<file path="src/rtl/cpu_types_pkg.sv">
// Shared types for the pipeline front end: machine word, fetch FSM states, word size.
package cpu_types_pkg;

    typedef logic [31:0] word_t;

    typedef enum logic [1:0] {
        FETCH  = 2'd0,
        REDIR  = 2'd1,
        HALTED = 2'd2
    } fetch_state_t;

    localparam word_t WORD_BYTES = 32'd4;

    // Redirect targets are word addresses; the low two bits are dropped on capture.
    function automatic word_t align_word(input word_t addr);
        return {addr[31:2], 2'b00};
    endfunction

endpackage

</file>
<file path="src/rtl/fetch_stage_if.sv">
// Bundle of icache, hazard, redirect and IF/ID signals seen by the fetch stage.
interface fetch_stage_if;
    import cpu_types_pkg::*;

    logic  ihit;
    word_t iload;
    logic  iREN;
    word_t iaddr;
    logic  stall;
    logic  redir_valid;
    word_t redir_pc;
    logic  halt;
    word_t instru;
    word_t PC;
    word_t nPC;
    logic  deen;
    word_t fetch_count;

    modport master (
        input  ihit, iload, stall, redir_valid, redir_pc, halt,
        output iREN, iaddr, instru, PC, nPC, deen, fetch_count
    );

    modport slave (
        output ihit, iload, stall, redir_valid, redir_pc, halt,
        input  iREN, iaddr, instru, PC, nPC, deen, fetch_count
    );
endinterface

</file>
<file path="src/rtl/fetch_stage_pc_reg.sv">
// Program counter register with load (redirect) taking priority over increment.
module pc_reg
    import cpu_types_pkg::*;
#(
    parameter word_t PC_RESET = 32'h0000_0000
) (
    input  logic  CLK,
    input  logic  nRST,
    input  logic  load_i,
    input  word_t load_val_i,
    input  logic  inc_i,
    output word_t pc_o
);

    word_t pc_q;
    word_t pc_d;

    always_comb begin
        pc_d = pc_q;
        if (load_i) begin
            pc_d = load_val_i;
        end else if (inc_i) begin
            pc_d = pc_q + WORD_BYTES;
        end
    end

    always_ff @(posedge CLK or negedge nRST) begin
        if (!nRST) begin
            pc_q <= PC_RESET;
        end else begin
            pc_q <= pc_d;
        end
    end

    assign pc_o = pc_q;

endmodule

</file>
<file path="src/rtl/fetch_stage.sv">
// IF stage: issues icache reads at the PC, delivers hits to IF/ID, absorbs redirects and halt.
//
//   state  | meaning
//   FETCH  | normal fetch; a hit delivers unless stalled or redirected
//   REDIR  | icache miss outstanding with a redirect waiting in pend_pc_q
//   HALTED | fetch stopped until reset
module fetch_stage
    import cpu_types_pkg::*;
#(
    parameter word_t PC_RESET = 32'h0000_0000
) (
    input  logic            CLK,
    input  logic            nRST,
    fetch_stage_if.master   fe_if
);

    fetch_state_t state_q, state_d;
    word_t        pend_pc_q, pend_pc_d;
    word_t        fetch_count_q, fetch_count_d;

    word_t pc_r;
    word_t redir_pc_al;
    logic  pc_load;
    word_t pc_load_val;
    logic  pc_inc;
    logic  deen_raw;

    assign redir_pc_al = align_word(fe_if.redir_pc);

    pc_reg #(
        .PC_RESET (PC_RESET)
    ) u_pc_reg (
        .CLK        (CLK),
        .nRST       (nRST),
        .load_i     (pc_load),
        .load_val_i (pc_load_val),
        .inc_i      (pc_inc),
        .pc_o       (pc_r)
    );

    always_comb begin
        state_d       = state_q;
        pend_pc_d     = pend_pc_q;
        fetch_count_d = fetch_count_q;
        pc_load       = 1'b0;
        pc_load_val   = redir_pc_al;
        pc_inc        = 1'b0;
        deen_raw      = 1'b0;

        if (fe_if.halt) begin
            state_d = HALTED;
        end else begin
            unique case (state_q)
                FETCH: begin
                    if (fe_if.redir_valid) begin
                        // On a miss the target is parked so iaddr keeps the outstanding request.
                        if (fe_if.ihit) begin
                            pc_load = 1'b1;
                        end else begin
                            pend_pc_d = redir_pc_al;
                            state_d   = REDIR;
                        end
                    end else if (fe_if.ihit && !fe_if.stall) begin
                        deen_raw      = 1'b1;
                        pc_inc        = 1'b1;
                        fetch_count_d = fetch_count_q + 32'd1;
                    end
                end
                REDIR: begin
                    if (fe_if.ihit) begin
                        pc_load     = 1'b1;
                        pc_load_val = fe_if.redir_valid ? redir_pc_al : pend_pc_q;
                        state_d     = FETCH;
                    end else if (fe_if.redir_valid) begin
                        pend_pc_d = redir_pc_al;
                    end
                end
                HALTED: begin
                    state_d = HALTED;
                end
                default: begin
                    state_d = HALTED;
                end
            endcase
        end
    end

    always_ff @(posedge CLK or negedge nRST) begin
        if (!nRST) begin
            state_q       <= FETCH;
            pend_pc_q     <= '0;
            fetch_count_q <= '0;
        end else begin
            state_q       <= state_d;
            pend_pc_q     <= pend_pc_d;
            fetch_count_q <= fetch_count_d;
        end
    end

    assign fe_if.iREN        = (state_q != HALTED);
    assign fe_if.iaddr       = pc_r;
    assign fe_if.deen        = deen_raw & nRST;
    assign fe_if.instru      = fe_if.iload;
    assign fe_if.PC          = pc_r;
    assign fe_if.nPC         = pc_r + WORD_BYTES;
    assign fe_if.fetch_count = fetch_count_q;

endmodule

</file>
<file path="src/flat_wrapper.sv">
// flat-port wrapper written by rule: the top's interface ports become plain ports
module fetch_stage_flat import cpu_types_pkg::*;
#(
    parameter word_t PC_RESET = 32'h0000_0000
)
  (CLK, nRST, fe_if_ihit, fe_if_iload, fe_if_stall, fe_if_redir_valid, fe_if_redir_pc, fe_if_halt, fe_if_iREN, fe_if_iaddr, fe_if_instru, fe_if_PC, fe_if_nPC, fe_if_deen, fe_if_fetch_count);
  fetch_stage_if fe_if_i ();
  input  logic CLK;
  input  logic nRST;
  input wire logic [$bits(fe_if_i.ihit)-1:0] fe_if_ihit;
  input wire logic [$bits(fe_if_i.iload)-1:0] fe_if_iload;
  input wire logic [$bits(fe_if_i.stall)-1:0] fe_if_stall;
  input wire logic [$bits(fe_if_i.redir_valid)-1:0] fe_if_redir_valid;
  input wire logic [$bits(fe_if_i.redir_pc)-1:0] fe_if_redir_pc;
  input wire logic [$bits(fe_if_i.halt)-1:0] fe_if_halt;
  output wire logic [$bits(fe_if_i.iREN)-1:0] fe_if_iREN;
  output wire logic [$bits(fe_if_i.iaddr)-1:0] fe_if_iaddr;
  output wire logic [$bits(fe_if_i.instru)-1:0] fe_if_instru;
  output wire logic [$bits(fe_if_i.PC)-1:0] fe_if_PC;
  output wire logic [$bits(fe_if_i.nPC)-1:0] fe_if_nPC;
  output wire logic [$bits(fe_if_i.deen)-1:0] fe_if_deen;
  output wire logic [$bits(fe_if_i.fetch_count)-1:0] fe_if_fetch_count;
  assign fe_if_i.ihit = fe_if_ihit;
  assign fe_if_i.iload = fe_if_iload;
  assign fe_if_i.stall = fe_if_stall;
  assign fe_if_i.redir_valid = fe_if_redir_valid;
  assign fe_if_i.redir_pc = fe_if_redir_pc;
  assign fe_if_i.halt = fe_if_halt;
  assign fe_if_iREN = fe_if_i.iREN;
  assign fe_if_iaddr = fe_if_i.iaddr;
  assign fe_if_instru = fe_if_i.instru;
  assign fe_if_PC = fe_if_i.PC;
  assign fe_if_nPC = fe_if_i.nPC;
  assign fe_if_deen = fe_if_i.deen;
  assign fe_if_fetch_count = fe_if_i.fetch_count;
  fetch_stage #(.PC_RESET(PC_RESET)) u_core (.CLK(CLK), .nRST(nRST), .fe_if(fe_if_i));
endmodule
</file>
<file path="config.mk">
export PLATFORM = sky130hd
export DESIGN_NAME = fetch_stage_flat
export DESIGN_NICKNAME = d
export VERILOG_FILES = /design/src/rtl/cpu_types_pkg.sv /design/src/rtl/fetch_stage_if.sv /design/src/rtl/fetch_stage_pc_reg.sv /design/src/rtl/fetch_stage.sv /design/src/flat_wrapper.sv
export SDC_FILE = /design/constraint.sdc
export NUM_CORES = 1
export LEC_CHECK = 0
export CAP_MARGIN = 5
export CORE_ASPECT_RATIO = 1.1
export CORE_MARGIN = 1.5
export CORE_UTILIZATION = 45
export CTS_CLUSTER_DIAMETER = 80
export DETAILED_ROUTE_END_ITERATION = 8
export GPL_ROUTABILITY_DRIVEN = 0
export PLACE_DENSITY = 0.78
export SYNTH_ARGS = -nofsm -noshare
export SYNTH_HDL_FRONTEND = slang
export SYNTH_SLANG_ARGS = --single-unit
</file>
<file path="constraint.sdc">
create_clock -name CLK -period 2.8 [get_ports CLK]
set_input_delay 0.7 -clock CLK [delete_from_list [all_inputs] [get_ports CLK]]
set_output_delay 0.7 -clock CLK [all_outputs]
set_load 0.005 [all_outputs]
</file>
---- After elaboration in Yosys (flattened, before gate mapping) ----
Index checks and enable logic that the tools add are counted.
word-level totals
  memories kept ........................... 0
  input bits .............................. 70
  flip-flop bits (word level) ............. 98
  word-level logic and storage cells ...... 48
  RAM bits ................................ 0
  output and inout bits ................... 162
  memory bits (read-only) ................. 0
  bits in latches ......................... 0
operators by class
  $add $sub $neg .......................... 2
  shift-type cells ........................ 0
  multiplexer cells ....................... 23
  bitwise gates (word level) .............. 3
  reduce and logical (&&, ||, !) cells .... 8
  equal/unequal tests ..................... 8
  $lt $le $gt $ge ......................... 0
  multiply operators ...................... 0
  divide/modulo/power cells ............... 0
operators by type and width
  cell                                                  number
  2-to-1 mux 32 bit                                     9
  case mux 32 bit (2 select lines)                      1
  adder 32 x 1 -> 32 bit (second input constant)        1
  adder 32 x 3 -> 32 bit (second input constant)        1
  != test 3 bit (second input constant)                 3
  2-to-1 mux 2 bit                                      4
  != test 2 bit (second input constant)                 4
  2-to-1 mux 1 bit                                      7
  AND reduction 5 bit                                   1
  case mux 2 bit (2 select lines)                       1
  AND reduction 4 bit                                   1
  nonzero test 2 bit                                    2
  AND reduction 3 bit                                   1
  equality test 2 x 1 -> 1 bit (second input constant)  1
  logical NOT 2 bit                                     1
  NOT 1 bit                                             2
  case mux 1 bit (2 select lines)                       1
  AND 1 bit                                             1
  logical AND 1 bit                                     1
  logical NOT 1 bit                                     1

---- Logic depth before layout (Yosys ltp) ----
  word-level depth ........................ 8
  mapped depth ............................ 7
  depth with buffers taken out ............ 5

---- Modules after synthesis ----
Synthesis repeated with hierarchy kept, for this count alone.
unflattened totals
  cells, all modules ...................... 597
  area total of the unflattened synthesis .. 6043.3 um^2
modules (own cells, without submodules)
  module       area an instance (um^2)  instances  cells each  sequential area each (um^2)
  fetch_stage  4222.8                   1          397         1651.6
  pc_reg       1820.5                   1          200         800.8

---- Least setup slack after synthesis ----
No wires, ideal clock.
  kind .................................... register to output
  start point ............................. register u_core.u_pc_reg.pc_q[10] (netlist: u_core.u_pc_reg.pc_o[10])
  end point ............................... output port fe_if_nPC[27]
  stages on the path, launching flop included .. 8
  data arrival time ....................... 1659 ps
  buffers on the path ..................... 3
  data required time ...................... 2100 ps
  setup slack ............................. 441 ps
  cells stage by stage .................... dfrtp_1 buf_4 and4_2 buf_4 and4_1 clkbuf_1 nand3_1 xnor2_1
on the way
  word-level cells in the longest chain between the ends .. 1
RTL lines
  item                    RTL line                  source
  from (decl)             fetch_stage_pc_reg.sv:15  word_t pc_q;
  from (signal assigned)  fetch_stage_pc_reg.sv:31  pc_q <= pc_d;
  adder 32 x 3 -> 32 bit  fetch_stage.sv:105        assign fe_if.nPC = pc_r + WORD_BYTES;
  to (decl)               flat_wrapper.sv:20        output wire logic [$bits(fe_if_i.nPC)-1:0] fe_if_nPC;
No other way between the ends.

---- Worst setup path after layout ----
  start point ............................. register u_core.u_pc_reg.pc_q[2] (netlist: u_core.u_pc_reg.pc_o[2])
  end point ............................... output port fe_if_nPC[31]
Same word-level chain as after synthesis.

==> metrics.log <==
[metrics] number of buffers added by the clock tree synthesis step: 9
[metrics] synthesized flop and latch total: 98
[metrics] leading cell type in the layout, fill and taps excluded: sky130_fd_sc_hd__clkdlybuf4s50_1
[metrics] number of library cell types mapped by synthesis: 66
[metrics] crit-path leading delay family: buffers and inverters
[metrics] final global-route overflow total: 0
[metrics] most used flip-flop cell after synthesis: sky130_fd_sc_hd__dfrtp_1
[metrics] share of synthesized cell area in full adder, half adder and majority cells: less than 1%
[metrics] largest family of logic cells by synthesized area: simple AND/OR/NAND/NOR gates
[metrics] number of pins with negative max-slew slack in the final report: 0
[metrics] root buf cell: sky130_fd_sc_hd__clkbuf_16
[metrics] required time at the endpoint of the critical path: about 2100 ps
[metrics] vias per inst: 5.84
[metrics] crit-path cells: buf_4 > buf_6 > nand3_2 > nor4_2 > buf_4 > buf_4 > and3_4 > xor2_1 > buf_2
[metrics] count of buffer and inverter cells on the critical path: 5
[metrics] Yosys top cell by area: sky130_fd_sc_hd__dfrtp_1
[metrics] CTS max path bufs: 2
[metrics] EDFF count, synth: 0
[metrics] routed via count: roughly 5.6k
[metrics] max-cap violation count: 0
[metrics] number of standard cells in the layout, taps in and fillers out: 956
[metrics] Worst path slowest cell: sky130_fd_sc_hd__dfrtp_1
[metrics] Worst-Margin Slew: between 600 and 700 ps
[metrics] post-synthesis net count: roughly 690
[metrics] Sink Count: between 90 and 100
[metrics] worst relative slew slack: 54.9%
[metrics] number of cells produced by synthesis: 615
[metrics] hold_buf cts: 0
[metrics] insertion delay of the later-clocked pin in the worst-skew pair: approximately 350 ps
[metrics] arrival time of data at the critical path endpoint: ~2100 ps
[metrics] Iteration-0 DRC Markers: around 780
[metrics] Die Area: 14300 sq um
[metrics] count of buffers from port buffering: about 170
[metrics] GRT Resource Usage Total: between 20% and 30%
[metrics] synthesized area divided by synthesized cell count: 9.98 sq um
[metrics] type of element capturing the critical path: output pin
[metrics] first-pass iteration count of the detailed router: 5
[metrics] post-detailed-route DRC marker count: 0
[metrics] Final Total Pwr: ~3.5 mW
[metrics] standard-cell rows: between 40 and 50
[metrics] utilization after layout: between 60% and 70%
[metrics] CP Max Fanout: 6
[metrics] status: finished, violations left
[metrics] maximum number of pins on one net before global-route repair: 53
[metrics] final worst slack: -10.2 ps
[metrics] failing checks: setup timing
[metrics] mapped cell area: between 6000 and 7000 sq um
[metrics] portion of the post-synthesis area used by sequential elements: between 30% and 40%
[metrics] class of the tightest hold or removal check: reg2reg
[metrics] layout cells sized above 1: between 20% and 30%
[metrics] YS warnings: 0
[metrics] Core Region: 13300 sq um
[metrics] compound-cell area share of the yosys netlist: between 10 and 15%
[metrics] clock transition at the register clock pins on the worst setup and hold paths after CTS: approximately 70 ps
[metrics] simple-gate share of the synthesized area: 20.6%
[metrics] per-cell routed wire length: 18.8 um
[metrics] layout net count: between 800 and 900
[metrics] wire length of the first global-routing pass: slightly below 30000 um
[metrics] leakage power summed over all cells: 3.73 nW
[metrics] ranking of synthesized cells by area: sky130_fd_sc_hd__dfrtp_1 40%, sky130_fd_sc_hd__buf_4 8.6%, sky130_fd_sc_hd__xnor2_1 6.9%, sky130_fd_sc_hd__mux2_2 5.7%, sky130_fd_sc_hd__nand3_1 3.2%
[metrics] most frequent cells in the layout: 140 x sky130_fd_sc_hd__clkdlybuf4s50_1, 90 x sky130_fd_sc_hd__dfrtp_1, 81 x sky130_fd_sc_hd__buf_4
[metrics] type of the worst setup path: reg2out
[metrics] I/O Pins: ~230
[metrics] total inserted antenna cells: 0
[metrics] die boundary height: about 130 um
[metrics] CTS tree: done
[metrics] Post-DRT Antenna Nets: 0
[metrics] xor/xnor cell area share of the yosys netlist: roughly 8.4%
[metrics] CP peak stage delay: a little over 400 ps
[metrics] Final HPWL DP: ~13000 um
[metrics] area added between synthesis and finish: 37.6%
[metrics] # H-tree levels: 3
[metrics] maximum operating frequency: around 360 MHz
[metrics] kind of start point of the critical path: flip-flop
[metrics] multiplexer fraction of the synthesized cell area: 6.83%
[metrics] fraction of registers with async set or reset after synthesis: 100%
[metrics] Cells after DPL: a little over 900
[metrics] vias in the first global route: about 5.5k
[metrics] Final min period: about 2800 ps
[metrics] highest ir drop seen on vdd: around 0.28 mV
[metrics] horizontal extent of the die: approximately 110 um
[metrics] Worst path most repeated cell: sky130_fd_sc_hd__buf_4
[metrics] total negative slack for setup checks: -10.2 ps
[metrics] initial antenna violation count: 0
[metrics] hold violation total from the final report: 0
[metrics] ratio of total power to cell area: between 400 and 500 nW/um^2
[metrics] worst setup skew after layout: between 7 and 8 ps
[metrics] effective utilization at floorplan: a little under half
[metrics] share of the clock period used by the worst path: 100%
[metrics] RSZ-0062 raised after global routing: true
[metrics] area share of the leading cell type in the synthesized netlist: 40.0%
[metrics] wirelength, routed: around 18000 um
[metrics] worst hold-check slack: between 400 and 500 ps
[metrics] number of setup violations in the final report: 1
-- power breakdown --
part / internal, mW / switching (mW) / leakage, nW / total [mW]
registers: 1.47 / 0.0592 / 1.27 / 1.53
clock network: 0.839 / 0.564 / 0.168 / 1.40
logic: 0.328 / 0.233 / 2.29 / 0.561
total: 2.64 / 0.857 / 3.73 / 3.50
-- logic make-up after synthesis --
| group | Yosys count |
|---|---|
| muxes | 38 |
| DFF | 98 |
| buffers and inverters | 117 |
| AOI/OAI and AO/OA | 94 |
| adders and majority gates | 2 |
| xor gates and xnor gates | 59 |
| and+or+nand+nor | 207 |
-- state kept, by name, summed over array words and instances, names as in the netlist --
register,count
u_core.fe_if.fetch_count,32
u_core.pend_pc_q,32
u_core.state_q,2
u_core.u_pc_reg.pc_o,32
-- stage by stage --
step	area [sq um]	worst slack, ps
final	8440	-10.2
after global routing	8440	-95.4
after CTS	8300	-237
after detailed placement	7850	-52.3
after global placement	7850	62.9
after floorplan	6140	441
-- cell usage after synthesis (3+ instances only) --
master,count
sky130_fd_sc_hd__dfrtp_1,98
sky130_fd_sc_hd__buf_4,70
sky130_fd_sc_hd__xnor2_1,48
sky130_fd_sc_hd__nand3_1,39
sky130_fd_sc_hd__mux2_2,31
sky130_fd_sc_hd__nand4_1,31
sky130_fd_sc_hd__nand2_1,30
sky130_fd_sc_hd__and3_1,23
sky130_fd_sc_hd__clkbuf_1,20
sky130_fd_sc_hd__o21ai_0,19
sky130_fd_sc_hd__nor3_1,16
sky130_fd_sc_hd__a211oi_1,12
sky130_fd_sc_hd__nor2_1,11
sky130_fd_sc_hd__xor2_1,11
sky130_fd_sc_hd__a21oi_1,10
sky130_fd_sc_hd__and4_1,10
sky130_fd_sc_hd__inv_1,10
sky130_fd_sc_hd__o211ai_1,10
sky130_fd_sc_hd__buf_2,8
sky130_fd_sc_hd__and2_1,7
sky130_fd_sc_hd__mux2i_1,7
sky130_fd_sc_hd__a21o_1,6
sky130_fd_sc_hd__nor4_1,6
sky130_fd_sc_hd__or4_1,6
sky130_fd_sc_hd__or3_1,5
sky130_fd_sc_hd__a31oi_1,4
sky130_fd_sc_hd__clkbuf_8,4
sky130_fd_sc_hd__o311ai_0,4
sky130_fd_sc_hd__a221o_1,3
sky130_fd_sc_hd__buf_6,3
sky130_fd_sc_hd__nor2b_1,3
sky130_fd_sc_hd__o31ai_1,3
-- worst register-to-register path, cell delays in order (launching register included) --
cell and delay (ps):
sky130_fd_sc_hd__dfrtp_1 410, sky130_fd_sc_hd__nor3b_2 220, sky130_fd_sc_hd__buf_4 140, sky130_fd_sc_hd__buf_4 270, sky130_fd_sc_hd__nand2_1 160, sky130_fd_sc_hd__buf_4 200
sky130_fd_sc_hd__a211oi_1 410, sky130_fd_sc_hd__a211oi_1 90
-- final timing paths --
kind	startpoint	to	slack (ps)	depth (start not counted)
min in group asynchronous	nRST	u_core.fe_if.fetch_count[16]	510	2
max	u_core.u_pc_reg.pc_o[2]	fe_if_nPC[31]	-10	9
max reg2reg	u_core.state_q[1]	u_core.u_pc_reg.pc_o[15]	760	7
min reg2reg	u_core.fe_if.fetch_count[31]	u_core.fe_if.fetch_count[31]	480	1
max in group asynchronous	nRST	u_core.u_pc_reg.pc_o[8]	1140	3
min	u_core.fe_if.fetch_count[31]	u_core.fe_if.fetch_count[31]	480	1
-- per-layer routing --
metal,global-route usage (%),wire length [um],vias to the layer above
met1,33.2,7250,2759
li1,-,-,2486
met4,10.1,603,0
met5,0,0,-
met2,41.6,8920,282
met3,4.36,1160,54
-- timing repair --
| item | CTS | global route |
|---|---|---|
| hold endpoints to repair | 0 | 0 |
| endpoints found under the setup margin | 25 | 22 |
| setup buffers | 7 | 3 |
| resized for setup | 24 | 48 |
| cloned | 0 | 0 |
| pin swaps | 6 | 11 |
-- final cells by class --
type                    count  area, sq um
clock inverters             5         85.1
well taps                 184          230
fillers                  1040         4820
repair buffers            248         2330
clock buffers              11          253
inverters                  10         37.5
multi-input cells         400         3040
flip-flops and latches     98         2460
Power figures use the tool's default switching activity.
